--- src/rtl/saturn_mem_bridge.sv ---
// Saturn external-memory strobe bridge: folds BIOS ROM / low / high work RAM
// into one 4 MB single-outstanding valid/ready request with a one-word read buffer.
module saturn_mem_bridge #(
   parameter logic [21:0] ROM_BASE  = 22'h000000,
   parameter logic [21:0] RAML_BASE = 22'h100000,
   parameter logic [21:0] RAMH_BASE = 22'h200000
) (
   input  logic        CLK,
   input  logic        RST,
   input  logic [24:0] MEM_A,
   input  logic [31:0] MEM_DO,
   input  logic [3:0]  MEM_DQM_N,
   input  logic        MEM_RD_N,
   input  logic        ROM_CS_N,
   input  logic        RAML_CS_N,
   input  logic        RAMH_CS_N,
   output logic [31:0] MEM_DI,
   output logic        MEM_WAIT_N,
   output logic        REQ_VALID,
   input  logic        REQ_READY,
   output logic        REQ_WR,
   output logic [21:0] REQ_ADDR,
   output logic [3:0]  REQ_BE,
   output logic [31:0] REQ_WDATA,
   input  logic        RSP_VALID,
   input  logic [31:0] RSP_RDATA
);

   localparam int unsigned AW = 22;
   localparam int unsigned DW = 32;
   localparam int unsigned KW = 26;

   localparam logic [1:0] RG_NONE = 2'd0;
   localparam logic [1:0] RG_ROM  = 2'd1;
   localparam logic [1:0] RG_RAML = 2'd2;
   localparam logic [1:0] RG_RAMH = 2'd3;

   typedef enum logic [1:0] {ST_IDLE, ST_ISSUE, ST_WAIT_RSP, ST_DONE} state_t;

   state_t        state_q;
   logic [1:0]    region;
   logic [AW-1:0] map_addr;
   logic [KW-1:0] key;
   logic [KW-1:0] key_q;
   logic          any_cs;
   logic          new_acc;
   logic          buf_hit;
   logic          buf_v_q;
   logic [AW-1:0] buf_addr_q;
   logic [DW-1:0] buf_data_q;
   logic          unused_addr_lsb;

   assign unused_addr_lsb = ^MEM_A[1:0];

   // Region decode (RAMH > RAML > ROM) and word-aligned byte address in request space
   always_comb begin
      region   = RG_NONE;
      map_addr = '0;
      if (!RAMH_CS_N) begin
         region   = RG_RAMH;
         map_addr = RAMH_BASE | {2'b00, MEM_A[19:2], 2'b00};
      end else if (!RAML_CS_N) begin
         region   = RG_RAML;
         map_addr = RAML_BASE | {2'b00, MEM_A[19:2], 2'b00};
      end else if (!ROM_CS_N) begin
         region   = RG_ROM;
         map_addr = ROM_BASE | {3'b000, MEM_A[18:2], 2'b00};
      end
   end

   // A held strobe set is only new once: DONE compares against the access it just served
   assign any_cs     = (region != RG_NONE);
   assign key        = {MEM_A[24:2], MEM_RD_N, region};
   assign new_acc    = any_cs && ((state_q == ST_IDLE) || ((state_q == ST_DONE) && (key != key_q)));
   assign buf_hit    = buf_v_q && (buf_addr_q == map_addr);
   assign MEM_WAIT_N = !(new_acc || (state_q == ST_ISSUE) || (state_q == ST_WAIT_RSP));

   always_ff @(posedge CLK) begin
      if (RST) begin
         state_q    <= ST_IDLE;
         key_q      <= '0;
         buf_v_q    <= 1'b0;
         buf_addr_q <= '0;
         buf_data_q <= '0;
         MEM_DI     <= '0;
         REQ_VALID  <= 1'b0;
         REQ_WR     <= 1'b0;
         REQ_ADDR   <= '0;
         REQ_BE     <= '0;
         REQ_WDATA  <= '0;
      end else begin
         case (state_q)
            ST_IDLE, ST_DONE: begin
               if (new_acc) begin
                  key_q <= key;
                  if (!MEM_RD_N) begin
                     if (buf_hit) begin
                        MEM_DI  <= buf_data_q;
                        state_q <= ST_DONE;
                     end else begin
                        REQ_VALID <= 1'b1;
                        REQ_WR    <= 1'b0;
                        REQ_ADDR  <= map_addr;
                        REQ_BE    <= 4'hF;
                        REQ_WDATA <= '0;
                        state_q   <= ST_ISSUE;
                     end
                  end else if ((region == RG_ROM) || (MEM_DQM_N == 4'hF)) begin
                     // ROM writes and fully masked writes complete without touching memory
                     state_q <= ST_DONE;
                  end else begin
                     REQ_VALID <= 1'b1;
                     REQ_WR    <= 1'b1;
                     REQ_ADDR  <= map_addr;
                     REQ_BE    <= ~MEM_DQM_N;
                     REQ_WDATA <= MEM_DO;
                     state_q   <= ST_ISSUE;
                  end
               end else if (!any_cs) begin
                  state_q <= ST_IDLE;
               end
            end
            ST_ISSUE: begin
               if (REQ_READY) begin
                  REQ_VALID <= 1'b0;
                  if (REQ_WR) begin
                     if (buf_addr_q == REQ_ADDR) begin
                        buf_v_q <= 1'b0;
                     end
                     state_q <= ST_DONE;
                  end else begin
                     state_q <= ST_WAIT_RSP;
                  end
               end
            end
            ST_WAIT_RSP: begin
               if (RSP_VALID) begin
                  MEM_DI     <= RSP_RDATA;
                  buf_v_q    <= 1'b1;
                  buf_addr_q <= REQ_ADDR;
                  buf_data_q <= RSP_RDATA;
                  state_q    <= ST_DONE;
               end
            end
         endcase
      end
   end

endmodule

--- config.mk ---
export PLATFORM = sky130hd
export DESIGN_NAME = saturn_mem_bridge
export DESIGN_NICKNAME = d
export VERILOG_FILES = /design/src/rtl/saturn_mem_bridge.sv
export SDC_FILE = /design/constraint.sdc
export NUM_CORES = 1
export LEC_CHECK = 0
export ABC_AREA = 0
export BUFFER_PORTS_ARGS = -buffer_cell sky130_fd_sc_hd__buf_2
export CAP_MARGIN = 20
export CORE_MARGIN = 3
export CORE_UTILIZATION = 53
export CTS_CLUSTER_DIAMETER = 120
export DETAILED_ROUTE_END_ITERATION = 6
export GPL_ROUTABILITY_DRIVEN = 0
export GPL_TIMING_DRIVEN = 0
export PLACE_DENSITY = 0.8
export SLEW_MARGIN = 20
export SYNTH_ARGS = -nofsm -noshare
export SYNTH_HDL_FRONTEND = slang
export SYNTH_SLANG_ARGS = --single-unit
--- constraint.sdc ---
create_clock -name CLK -period 2.9 [get_ports CLK]
set_input_delay 0.145 -clock CLK [delete_from_list [all_inputs] [get_ports CLK]]
set_output_delay 0.145 -clock CLK [all_outputs]
set_load 0.02 [all_outputs]
* Yosys cells after proc, flatten, opt, wreduce, memory -nomap -nowiden
Cells that the tools add are included.
** Word-level totals
- Bits of input ports :: 101
- Register bits after elaboration :: 175
- Word-level logic and storage cells :: 95
- Output and inout bits :: 93
** Operators by class
- Equal/unequal tests :: 20
- Multiplexer cells :: 42
- Reductions and logical operators :: 21
- Bitwise gates (word level) :: 1
** Operators with widths (number)
- two-way mux 32 bit :: 7
- two-way mux 22 bit :: 4
- case mux 32 bit (2 select lines) :: 1
- equality test 22 bit :: 2
- != test 26 bit :: 1
- two-way mux 21 bit :: 1
- two-way mux 19 bit :: 1
- two-way mux 2 bit :: 9
- != test 2 bit (second input constant) :: 8
- AND reduction 5 bit :: 3
- two-way mux 1 bit :: 13
- two-way mux 4 bit :: 3
- != test 3 bit (second input constant) :: 3
- nonzero test 2 bit :: 4
- case mux 2 bit (3 select lines) :: 1
- equality test 2 x 1 -> 1 bit (second input constant) :: 2
- equality test 2 bit (second input constant) :: 2
- equality test 4 bit (second input constant) :: 1
- logical OR 1 bit :: 4
- inverter 4 bit :: 1
- case mux 1 bit (2 select lines) :: 2
- AND reduction 2 bit :: 2
- AND reduction 4 bit :: 1
- logical AND 1 bit :: 3
- 5 further kinds :: 5

* Depth between registers and ports, before layout
Gate-level depths: netlist of the first run.
- Depth in word-level cells :: 10
- Depth in mapped cells :: 11

* Worst setup path after synthesis of the first run
Ideal clock, no wire load.
- Path type :: register to register
- Start :: reg buf_addr_q[12]
- End :: reg MEM_DI[10]
- Slack :: 0.664 ns
- Data arrival time :: 2.117 ns
- Clock period less this slack :: 2.236 ns
- Stages on the path, launching flop included :: 10
- Cells stage by stage :: dfxtp_1 or4_1 nor3_1 a31oi_1 a2111oi_2 o2111ai_1 and2_1 buf_6 buf_6 o221a_1
** Between the ends
- Cells in the longest elaborated chain, start to end :: 4
** Ends and longest elaborated chain
- from (decl) :: RTL line 49 : logic [AW-1:0] buf_addr_q;
- from (signal assigned) :: RTL line 83 : buf_addr_q <= '0;
- from (signal assigned) :: RTL line 140 : buf_addr_q <= REQ_ADDR;
- equality test 22 bit :: RTL line 75 : assign buf_hit = buf_v_q && (buf_addr_q == map_addr);
- logical AND 1 bit :: RTL line 75
- != test 2 bit (no source line)
- AND reduction 5 bit (no source line)
- to (signal assigned) :: RTL line 98 : MEM_DI <= buf_data_q;
- to (decl) :: RTL line 17 : output logic [31:0] MEM_DI,
Every way passes these cells.
A chain may end at the register's enable or synchronous reset.

* Worst setup path after layout of the first run
- Start :: in MEM_A[22]
- End :: reg REQ_ADDR[17]
** Between the ends
- Cells in the longest elaborated chain, start to end :: 5
** Ends and longest elaborated chain
- from (decl) :: RTL line 10 : input logic [24:0] MEM_A,
- != test 26 bit :: RTL line 74 : assign new_acc = any_cs && ((state_q == ST_IDLE) || ((state_q == ST_DONE) && (key != key_q)));
- logical AND 1 bit :: RTL line 74
- logical OR 1 bit :: RTL line 74
- logical AND 1 bit :: RTL line 74
- AND reduction 4 bit (no source line)
- to (signal assigned) :: RTL line 103 : REQ_ADDR <= map_addr;
- to (signal assigned) :: RTL line 114 : REQ_ADDR <= map_addr;
- to (decl) :: RTL line 22 : output logic [21:0] REQ_ADDR,
Every way passes these cells.

==> report_table.html, run 1 <==
<table>
<tr><th>Metric</th><th>Value</th></tr>
<tr><th colspan="2">GRT</th></tr>
<tr><td>Antenna violations before repair</td><td>1</td></tr>
<tr><td>Pin count of the biggest net entering global routing</td><td>17</td></tr>
<tr><td>First-pass GRT wire length</td><td>35,600 µm</td></tr>
<tr><td>Total gr overflow</td><td>0</td></tr>
<tr><td>Vias in the first global route</td><td>7,065</td></tr>
<tr><td>Total track usage</td><td>0.297</td></tr>
<tr><th colspan="2">Die</th></tr>
<tr><td># IOs</td><td>194</td></tr>
<tr><td>Chip Height</td><td>124 µm</td></tr>
<tr><td>Initial core utilization</td><td>0.550</td></tr>
<tr><td>X dimension of the die</td><td>124 µm</td></tr>
<tr><td>Area enclosed by the die boundary</td><td>15,400 µm²</td></tr>
<tr><td>Std cell rows</td><td>42</td></tr>
<tr><td>Area of the core</td><td>13,500 µm²</td></tr>
<tr><th colspan="2">Clocking</th></tr>
<tr><td>H-tree depth</td><td>4</td></tr>
<tr><td>Cell at the root of the clock tree</td><td>sky130_fd_sc_hd__clkbuf_16</td></tr>
<tr><td>Number of clock sinks</td><td>171</td></tr>
<tr><td>Clk slew on worst S/H paths</td><td>0.06 ns</td></tr>
<tr><td>Latest clock arrival within the worst-skew pair</td><td>0.43 ns</td></tr>
<tr><td>Inserted Clock Buffers</td><td>17</td></tr>
<tr><td>TritonCTS clock tree</td><td>built</td></tr>
<tr><td>Maximum buffer depth of the clock tree</td><td>2</td></tr>
<tr><td>Number of buffers added for setup after CTS</td><td>0</td></tr>
<tr><th colspan="2">Setup path</th></tr>
<tr><td>Type of the setup path with the least slack</td><td>in2reg</td></tr>
<tr><td>CP required</td><td>3.25 ns</td></tr>
<tr><td>Worst path arrival time</td><td>3.02 ns</td></tr>
<tr><td>Maximum fanout along the worst path</td><td>10</td></tr>
<tr><td>Endpoint type of the worst setup path</td><td>flop</td></tr>
<tr><td>Startpoint Class</td><td>primary input</td></tr>
<tr><th colspan="2">Cells and area</th></tr>
<tr><td>Final standard cell count with taps included and fillers excluded</td><td>1,301</td></tr>
<tr><td>Layout Area Growth over Synthesis</td><td>33.5%</td></tr>
<tr><td>Fraction of layout instances using a drive strength above 1</td><td>0.221</td></tr>
<tr><td>Inserted Diodes</td><td>0</td></tr>
<tr><td>Final layout net count</td><td>1,218</td></tr>
<tr><td>Filler cell count in the final layout</td><td>1,019</td></tr>
<tr><th colspan="2">STA</th></tr>
<tr><td>Final setup violation count</td><td>0</td></tr>
<tr><td>Worst Max-Slew Pin Slew</td><td>0.721 ns</td></tr>
<tr><td>Max-slew violation count</td><td>0</td></tr>
<tr><td>Part of the cycle the worst path needs</td><td>0.918</td></tr>
<tr><td>TNS Setup</td><td>0 ns</td></tr>
<tr><td>Post-route minimum period</td><td>2.66 ns</td></tr>
<tr><td>Fmax</td><td>0.376 GHz</td></tr>
<tr><td>Worst clock skew</td><td>0.0151 ns</td></tr>
<tr><td>Max-Slew Margin vs Limit</td><td>0.519</td></tr>
<tr><td>Final Hold Vio Count</td><td>0</td></tr>
<tr><td>RSZ-0062 raised after global routing</td><td>false</td></tr>
<tr><td>Min Hold Slack</td><td>0.0288 ns</td></tr>
<tr><th colspan="2">Pwr</th></tr>
<tr><td>Worst VDD drop</td><td>598 µV</td></tr>
<tr><td>Switching Fraction</td><td>0.394</td></tr>
<tr><td>Share of power burned in combinational logic</td><td>0.413</td></tr>
<tr><td>Sw power</td><td>0.00370 W</td></tr>
<tr><td>Power Density</td><td>950 nW/µm²</td></tr>
<tr><td>Sequential Power Share</td><td>0.348</td></tr>
<tr><td>Share of power burned in the clock network</td><td>0.239</td></tr>
<tr><td>Total leakage power</td><td>4.16 nW</td></tr>
<tr><td>Cell internal power dissipation</td><td>0.00569 W</td></tr>
<tr><th colspan="2">Logic synthesis</th></tr>
<tr><td>Synth Area in XOR/XNOR</td><td>0.0580</td></tr>
<tr><td>Number of distinct library cells after synthesis</td><td>59</td></tr>
<tr><td>Post-Synthesis Mean Instance Area</td><td>8.88 µm²</td></tr>
<tr><td>Ys async rst share</td><td>0</td></tr>
<tr><td>Synthesized-area fraction occupied by and/or/nand/nor cells</td><td>0.156</td></tr>
<tr><td>Adder and majority gate portion of the synthesized area</td><td>0.00676</td></tr>
<tr><td>Gate count after technology mapping</td><td>833</td></tr>
<tr><td>Ys flop type</td><td>sky130_fd_sc_hd__dfxtp_1</td></tr>
<tr><td>Number of flops mapped to enable cells by yosys</td><td>0</td></tr>
<tr><td>Total of warnings raised by yosys</td><td>0</td></tr>
<tr><td>Area fraction in compound gates after synthesis</td><td>0.258</td></tr>
<tr><td>Post-synthesis sequential element count</td><td>171</td></tr>
<tr><td>Largest family of logic cells by synthesized area</td><td>compound AO/OA/AOI/OAI gates</td></tr>
<tr><td>Share of synthesized area spent on multiplexers</td><td>0.00135</td></tr>
<tr><td>Sequential fraction of the synthesis area</td><td>0.463</td></tr>
<tr><td>Netlist area before placement</td><td>7400 µm²</td></tr>
<tr><th colspan="2">Routing</th></tr>
<tr><td>Antenna Nets Post-Route</td><td>0</td></tr>
<tr><td>Total via count in the routed design</td><td>7,462</td></tr>
<tr><td>Aggregate routed wire length</td><td>23,400 µm</td></tr>
<tr><td>Initial detailed-routing violation count</td><td>686</td></tr>
<tr><td>Post-detailed-route via-to-cell ratio</td><td>5.74</td></tr>
<tr><td>Routed length per placed instance</td><td>18.0 µm</td></tr>
<tr><td>DR DRC count</td><td>0</td></tr>
<tr><td>Initial DRT Pass Iterations</td><td>6</td></tr>
<tr><th colspan="2">Hold path</th></tr>
<tr><td>Worst min-delay path class</td><td>in2reg</td></tr>
<tr><th colspan="2">Placed design</th></tr>
<tr><td>DP Wirelength</td><td>15,400 µm</td></tr>
<tr><td>Number of cells after detailed placement</td><td>1,197</td></tr>
<tr><td>Input/output buffers</td><td>187</td></tr>
<tr><th colspan="2">Run</th></tr>
<tr><td>Number of violations of the max-capacitance limit</td><td>0</td></tr>
<tr><th colspan="2">Status</th></tr>
<tr><td>Outcome</td><td>complete, no violations</td></tr>
</table>
## critical path: stages
cell                            delay (ns)
sky130_fd_sc_hd__dlygate4sd3_1        0.54
sky130_fd_sc_hd__buf_2                0.13
sky130_fd_sc_hd__xnor2_1              0.17
sky130_fd_sc_hd__nand4_1              0.16
sky130_fd_sc_hd__nor4_2               0.42
sky130_fd_sc_hd__a21oi_1              0.21
sky130_fd_sc_hd__o21ai_1              0.19
sky130_fd_sc_hd__buf_2                0.26
sky130_fd_sc_hd__clkbuf_1             0.41
sky130_fd_sc_hd__o21ai_0              0.21
sky130_fd_sc_hd__a21oi_1              0.18
## synthesized netlist by cell type (9+ instances only)
master                     number  area share
sky130_fd_sc_hd__nor2_1        10      0.0051
sky130_fd_sc_hd__buf_1         10      0.0051
sky130_fd_sc_hd__a21oi_1      107       0.072
sky130_fd_sc_hd__xor2_1        22       0.026
sky130_fd_sc_hd__nand2_1      163       0.083
sky130_fd_sc_hd__o22a_1        32       0.038
sky130_fd_sc_hd__o221a_1       32       0.049
sky130_fd_sc_hd__a22o_1        32       0.038
sky130_fd_sc_hd__inv_1         18      0.0091
sky130_fd_sc_hd__clkbuf_1      36       0.018
sky130_fd_sc_hd__nand4_1       11      0.0093
sky130_fd_sc_hd__nor2b_1        9      0.0076
sky130_fd_sc_hd__o21ai_0       25       0.017
sky130_fd_sc_hd__dfxtp_1      171        0.46
sky130_fd_sc_hd__xnor2_1       27       0.032
sky130_fd_sc_hd__nand3_1       20       0.014
## per-stage QoR
step / power, W / utilization / setup slack [ns] / cell area (µm²)
after floorplan: 0.00588 / - / 0.664 / 7400
after global placement: 0.00693 / 0.636 / 0.306 / 8560
after detailed placement: 0.00700 / 0.636 / 0.244 / 8560
after CTS: 0.00931 / 0.733 / 0.0668 / 9870
after global routing: 0.00987 / 0.734 / 0.0453 / 9880
final: 0.00939 / 0.734 / 0.238 / 9880
## final cells by class
class	instances	area, µm²	area share
Sequential cell	171	3420	0.347
Inverter	19	71.3	0.00722
Clock buffer	20	457	0.0462
Tap cell	176	220	0.0223
Buffer	68	348	0.0352
Multi-Input combinational cell	576	3570	0.361
Timing Repair Buffer	260	1670	0.169
Clock inverter	11	121	0.0123
## path summary, 6_finish.rpt
check / depth (start not counted) / end / slack, ns / startpoint
setup / recovery: 11 / REQ_ADDR[17] / 0.24 / MEM_A[22]
hold / removal: 3 / key_q[7] / 0.03 / MEM_A[6]
setup reg to reg: 8 / REQ_ADDR[17] / 0.28 / buf_addr_q[18]
hold reg to reg: 2 / buf_data_q[29] / 0.46 / buf_data_q[29]
## power by group through the flow
stage	clock network, W	registers, W	logic (W)
floorplan	0	0.00360	0.00227
global placement	0	0.00327	0.00365
detailed placement	0	0.00329	0.00371
CTS	0.00224	0.00325	0.00381
global route	0.00234	0.00332	0.00422
finish	0.00224	0.00327	0.00388
## sequential cells by signal, indices dropped and copies added, names as in the netlist
signal,flops
state_q,2
REQ_WR,1
REQ_ADDR,20
buf_v_q,1
buf_addr_q,20
REQ_VALID,1
MEM_DI,32
buf_data_q,32
REQ_WDATA,32
key_q,26
REQ_BE,4
## layout by cell type, fill, tap and decap left out, types with 11 or more instances in the layout
| cell type | instances |
|---|---|
| sky130_fd_sc_hd__clkbuf_16 | 17 |
| sky130_fd_sc_hd__inv_1 | 18 |
| sky130_fd_sc_hd__a21oi_1 | 107 |
| sky130_fd_sc_hd__dfxtp_1 | 171 |
| sky130_fd_sc_hd__clkbuf_1 | 37 |
| sky130_fd_sc_hd__nand2_1 | 163 |
| sky130_fd_sc_hd__dlygate4sd3_1 | 73 |
| sky130_fd_sc_hd__o22a_1 | 32 |
| sky130_fd_sc_hd__nand4_1 | 11 |
| sky130_fd_sc_hd__xnor2_1 | 27 |
| sky130_fd_sc_hd__nand3_1 | 20 |
| sky130_fd_sc_hd__a22o_1 | 32 |
| sky130_fd_sc_hd__xor2_1 | 22 |
| sky130_fd_sc_hd__o21ai_0 | 25 |
| sky130_fd_sc_hd__o221a_1 | 32 |
| sky130_fd_sc_hd__buf_2 | 195 |
## kinds of logic (layout without fill, tap and decap cells)
group	after synthesis	after routing
multiplexers	1	1
XOR/XNOR	49	49
flip-flops	171	171
AO/OA/AOI/OAI	266	266
AND/OR/NAND/NOR	254	254
other	1	2
adder cells (fa/ha/maj)	4	4
buffers and inverters	87	378
## what timing repair did
| item | CTS | global route |
|---|---|---|
| endpoints found under the hold margin | 73 | 0 |
| hold buffers | 73 | 0 |
| endpoints found under the setup margin | 0 | 48 |
| resized for setup | 0 | 2 |
## routing by layer
metal  GRT usage  up-vias  routed length, µm
li1            -     3533                  -
met1       0.377     3520               9620
met2       0.492      355              11200
met3      0.0718       52               2000
met4       0.110        2                549
met5           0        -                  7
No activity file was read; power rests on OpenSTA's default activity.
==> inputs of run 2 (changes only) <==
CORE_UTILIZATION = 55   (was 53)
CTS_BUF_LIST = sky130_fd_sc_hd__clkbuf_4 sky130_fd_sc_hd__clkbuf_8   (was default)
PLACE_DENSITY = 0.83   (was 0.8)
==> run 2 against run 1 <==
  * Non-clock buffer count grew 19
  * Design area is essentially flat
  * Die area down 3.5%
  * First-iteration DRC count is 6.1% lower
  * Flip-flop and latch count stayed put
  * Utilization is 3.3 points higher
  * Total power down 5.7%
  * Hold slack gained 0.023 ns
  * Sequential power about the same
  * Wire length up 1.4%
  * Largest power group unchanged
  * Highest routed layer is now met4
==> report_table.html, run 2 (synthesis gave the netlist of run 1 again) <==
<table>
<tr><th>Metric</th><th>Value</th></tr>
<tr><th colspan="2">Setup path</th></tr>
<tr><td>Startpoint Class</td><td>flop</td></tr>
<tr><td>Endpoint type of the worst setup path</td><td>flop</td></tr>
<tr><td>Maximum fanout along the worst path</td><td>10 (unchanged)</td></tr>
<tr><td>Ordered list of cells on the worst path</td><td>and4bb_2 -&gt; o21ai_1 -&gt; a211oi_1 -&gt; a21oi_1 -&gt; o21ai_1 -&gt; buf_2 -&gt; nor3_1 -&gt; buf_2 -&gt; a22o_1</td></tr>
<tr><td>Stage delay of the slowest cell on the critical path</td><td>0.63 ns (+0.09 ns)</td></tr>
<tr><td>Type of the setup path with the least slack</td><td>reg2reg</td></tr>
<tr><td>Slowest library cell on the worst path</td><td>sky130_fd_sc_hd__nor3_1</td></tr>
<tr><td>Worst path arrival time</td><td>3.10 ns (+0.08 ns)</td></tr>
<tr><td>CP required</td><td>3.31 ns (+0.06 ns)</td></tr>
<tr><th colspan="2">Die</th></tr>
<tr><td>Chip Height</td><td>122 µm (-1.7%)</td></tr>
<tr><td>Std cell rows</td><td>41 (-2.4%)</td></tr>
<tr><td># IOs</td><td>194 (unchanged)</td></tr>
<tr><td>Area of the core</td><td>12,900 µm² (-4.3%)</td></tr>
<tr><td>Area enclosed by the die boundary</td><td>14,900 µm² (-3.5%)</td></tr>
<tr><td>Initial core utilization</td><td>0.575 (+0.0246)</td></tr>
<tr><td>X dimension of the die</td><td>122 µm (-1.7%)</td></tr>
<tr><th colspan="2">Clocking</th></tr>
<tr><td>Clk slew on worst S/H paths</td><td>0.09 ns (+0.03 ns)</td></tr>
<tr><td>TritonCTS clock tree</td><td>built</td></tr>
<tr><td>Number of clock sinks</td><td>171 (unchanged)</td></tr>
<tr><td>H-tree depth</td><td>4 (unchanged)</td></tr>
<tr><td>Number of buffers added for setup after CTS</td><td>0 (unchanged)</td></tr>
<tr><td>Latest clock arrival within the worst-skew pair</td><td>0.47 ns (+0.04 ns)</td></tr>
<tr><td>Inserted Clock Buffers</td><td>17 (unchanged)</td></tr>
<tr><td>Maximum buffer depth of the clock tree</td><td>2 (unchanged)</td></tr>
<tr><td>Cell at the root of the clock tree</td><td>sky130_fd_sc_hd__clkbuf_8</td></tr>
<tr><th colspan="2">STA</th></tr>
<tr><td>Final setup violation count</td><td>0 (unchanged)</td></tr>
<tr><td>Fmax</td><td>0.372 GHz (-1.0%)</td></tr>
<tr><td>Max-slew violation count</td><td>0 (unchanged)</td></tr>
<tr><td>Part of the cycle the worst path needs</td><td>0.928 (+0.00945)</td></tr>
<tr><td>Max-Slew Margin vs Limit</td><td>0.502 (-0.0170)</td></tr>
<tr><td>Worst clock skew</td><td>0.0172 ns (+0.00213 ns)</td></tr>
<tr><td>RSZ-0062 raised after global routing</td><td>false</td></tr>
<tr><td>Worst Max-Slew Pin Slew</td><td>0.741 ns (+0.0198 ns)</td></tr>
<tr><td>TNS Setup</td><td>0 ns (unchanged)</td></tr>
<tr><td>Final Hold Vio Count</td><td>0 (unchanged)</td></tr>
<tr><td>Min Hold Slack</td><td>0.0514 ns (+0.0226 ns)</td></tr>
<tr><td>Final WS setup</td><td>0.210 ns (-0.0274 ns)</td></tr>
<tr><td>Post-route minimum period</td><td>2.69 ns (+0.0274 ns)</td></tr>
<tr><th colspan="2">Routing</th></tr>
<tr><td>Antenna Nets Post-Route</td><td>0 (unchanged)</td></tr>
<tr><td>Total via count in the routed design</td><td>7,628 (+2.2%)</td></tr>
<tr><td>DR DRC count</td><td>0 (unchanged)</td></tr>
<tr><td>Routed length per placed instance</td><td>18.0 µm (+0.13%)</td></tr>
<tr><td>Initial detailed-routing violation count</td><td>644 (-6.1%)</td></tr>
<tr><td>Aggregate routed wire length</td><td>23,700 µm (+1.4%)</td></tr>
<tr><td>Post-detailed-route via-to-cell ratio</td><td>5.79 (+0.98%)</td></tr>
<tr><td>Initial DRT Pass Iterations</td><td>5 (-1)</td></tr>
<tr><th colspan="2">Cells and area</th></tr>
<tr><td>Final layout net count</td><td>1,237 (+1.6%)</td></tr>
<tr><td>Fraction of layout instances using a drive strength above 1</td><td>0.218 (-0.00299)</td></tr>
<tr><td>Filler cell count in the final layout</td><td>878 (-14%)</td></tr>
<tr><td>Inserted Diodes</td><td>0 (unchanged)</td></tr>
<tr><td>Layout Area Growth over Synthesis</td><td>33.5% (about the same)</td></tr>
<tr><td>Leading cell type in the layout, fill and taps excluded</td><td>sky130_fd_sc_hd__buf_2</td></tr>
<tr><td>Top flop regs</td><td>MEM_DI: 32 flops, REQ_WDATA: 32 flops, buf_data_q: 32 flops</td></tr>
<tr><td>Multi-input combinational cell area</td><td>3570 µm² (+0.11%)</td></tr>
<tr><td>Top library cells by usage in the layout, fill and taps aside</td><td>sky130_fd_sc_hd__buf_2 (195), sky130_fd_sc_hd__dfxtp_1 (171), sky130_fd_sc_hd__nand2_1 (163)</td></tr>
<tr><td>Final instance area</td><td>9880 µm² (about the same)</td></tr>
<tr><td>Register area</td><td>3420 µm² (unchanged)</td></tr>
<tr><th colspan="2">Pwr</th></tr>
<tr><td>Power Density</td><td>896 nW/µm² (-5.7%)</td></tr>
<tr><td>Total leakage power</td><td>4.16 nW (about the same)</td></tr>
<tr><td>Worst VDD drop</td><td>450 µV (-25%)</td></tr>
<tr><th colspan="2">Run</th></tr>
<tr><td>Number of violations of the max-capacitance limit</td><td>0 (unchanged)</td></tr>
<tr><th colspan="2">Placed design</th></tr>
<tr><td>Cell Area, Placed</td><td>8550 µm² (about the same)</td></tr>
<tr><td>DP Wirelength</td><td>15,400 µm (+0.17%)</td></tr>
<tr><td>Input/output buffers</td><td>187 (unchanged)</td></tr>
<tr><td>DP Worst Slack</td><td>0.269 ns (+0.0246 ns)</td></tr>
<tr><th colspan="2">GRT</th></tr>
<tr><td>Total track usage</td><td>0.320 (+0.0231)</td></tr>
<tr><td>Antenna violations before repair</td><td>0 (-1)</td></tr>
<tr><td>Vias in the first global route</td><td>7,411 (+4.9%)</td></tr>
<tr><td>Pin count of the biggest net entering global routing</td><td>17 (unchanged)</td></tr>
<tr><td>Total gr overflow</td><td>0 (unchanged)</td></tr>
<tr><td>First-pass GRT wire length</td><td>37,600 µm (+5.6%)</td></tr>
<tr><th colspan="2">Hold path</th></tr>
<tr><td>Worst min-delay path class</td><td>in2reg</td></tr>
<tr><th colspan="2">Status</th></tr>
<tr><td>Outcome</td><td>complete, no violations</td></tr>
</table>
==> run 2: power breakdown <==
part / total, W / internal, W / switching, W
combinational: 0.00393 / 0.00152 / 0.00241
clock: 0.00166 / 0.000778 / 0.000879
sequential: 0.00327 / 0.00288 / 0.000392
total: 0.00885 / 0.00517 / 0.00368
==> run 2: critical path: cells and delay by family (launching register included) <==
kind | cells | cell delay (ns)
simple gates | 2 | 0.86
compound gates | 5 | 0.82
buf+inv | 2 | 0.57
flops | 1 | 0.37
==> run 2: path summary, 6_finish.rpt <==
| path | slack (ns) | cells after the start | from | end |
|---|---|---|---|---|
| setup reg to reg | 0.21 | 9 | key_q[1] | REQ_WDATA[23] |
| hold / removal | 0.05 | 3 | REQ_READY | REQ_VALID |
| hold reg to reg | 0.46 | 2 | buf_data_q[29] | buf_data_q[29] |
| setup / recovery | 0.21 | 9 | key_q[1] | REQ_WDATA[23] |
==> run 2: cell type report <==
cell class,count,area share
Multi-Input combinational cell,576,0.362
Sequential cell,171,0.347
Timing Repair Buffer,279,0.188
Buffer,68,0.0352
Clock buffer,23,0.0302
Tap cell,172,0.0218
Clock inverter,9,0.00900
Inverter,19,0.00722
==> run 2: per-layer routing <==
layer,global-route usage,vias up,part of all wire
met4,0.146,0,0.037
met2,0.522,425,0.47
li1,-,3573,-
met5,0,-,0
met3,0.0761,78,0.10
met1,0.403,3552,0.39
==> run 2: what timing repair did <==
| item | 4_1_cts | 5_1_grt |
|---|---|---|
| gates resized for setup | 0 | 3 |
| endpoints found under the hold margin | 105 | 0 |
| hold buffers | 92 | 0 |
| setup endpoints to repair | 0 | 77 |
==> run 2: stage by stage <==
step	util	power (W)	std cells
global placement	0.664	0.00691	1193
finish	0.767	0.00885	1317
CTS	0.766	0.00872	1317
global route	0.767	0.00935	1317
floorplan	-	0.00588	834
detailed placement	0.664	0.00698	1193
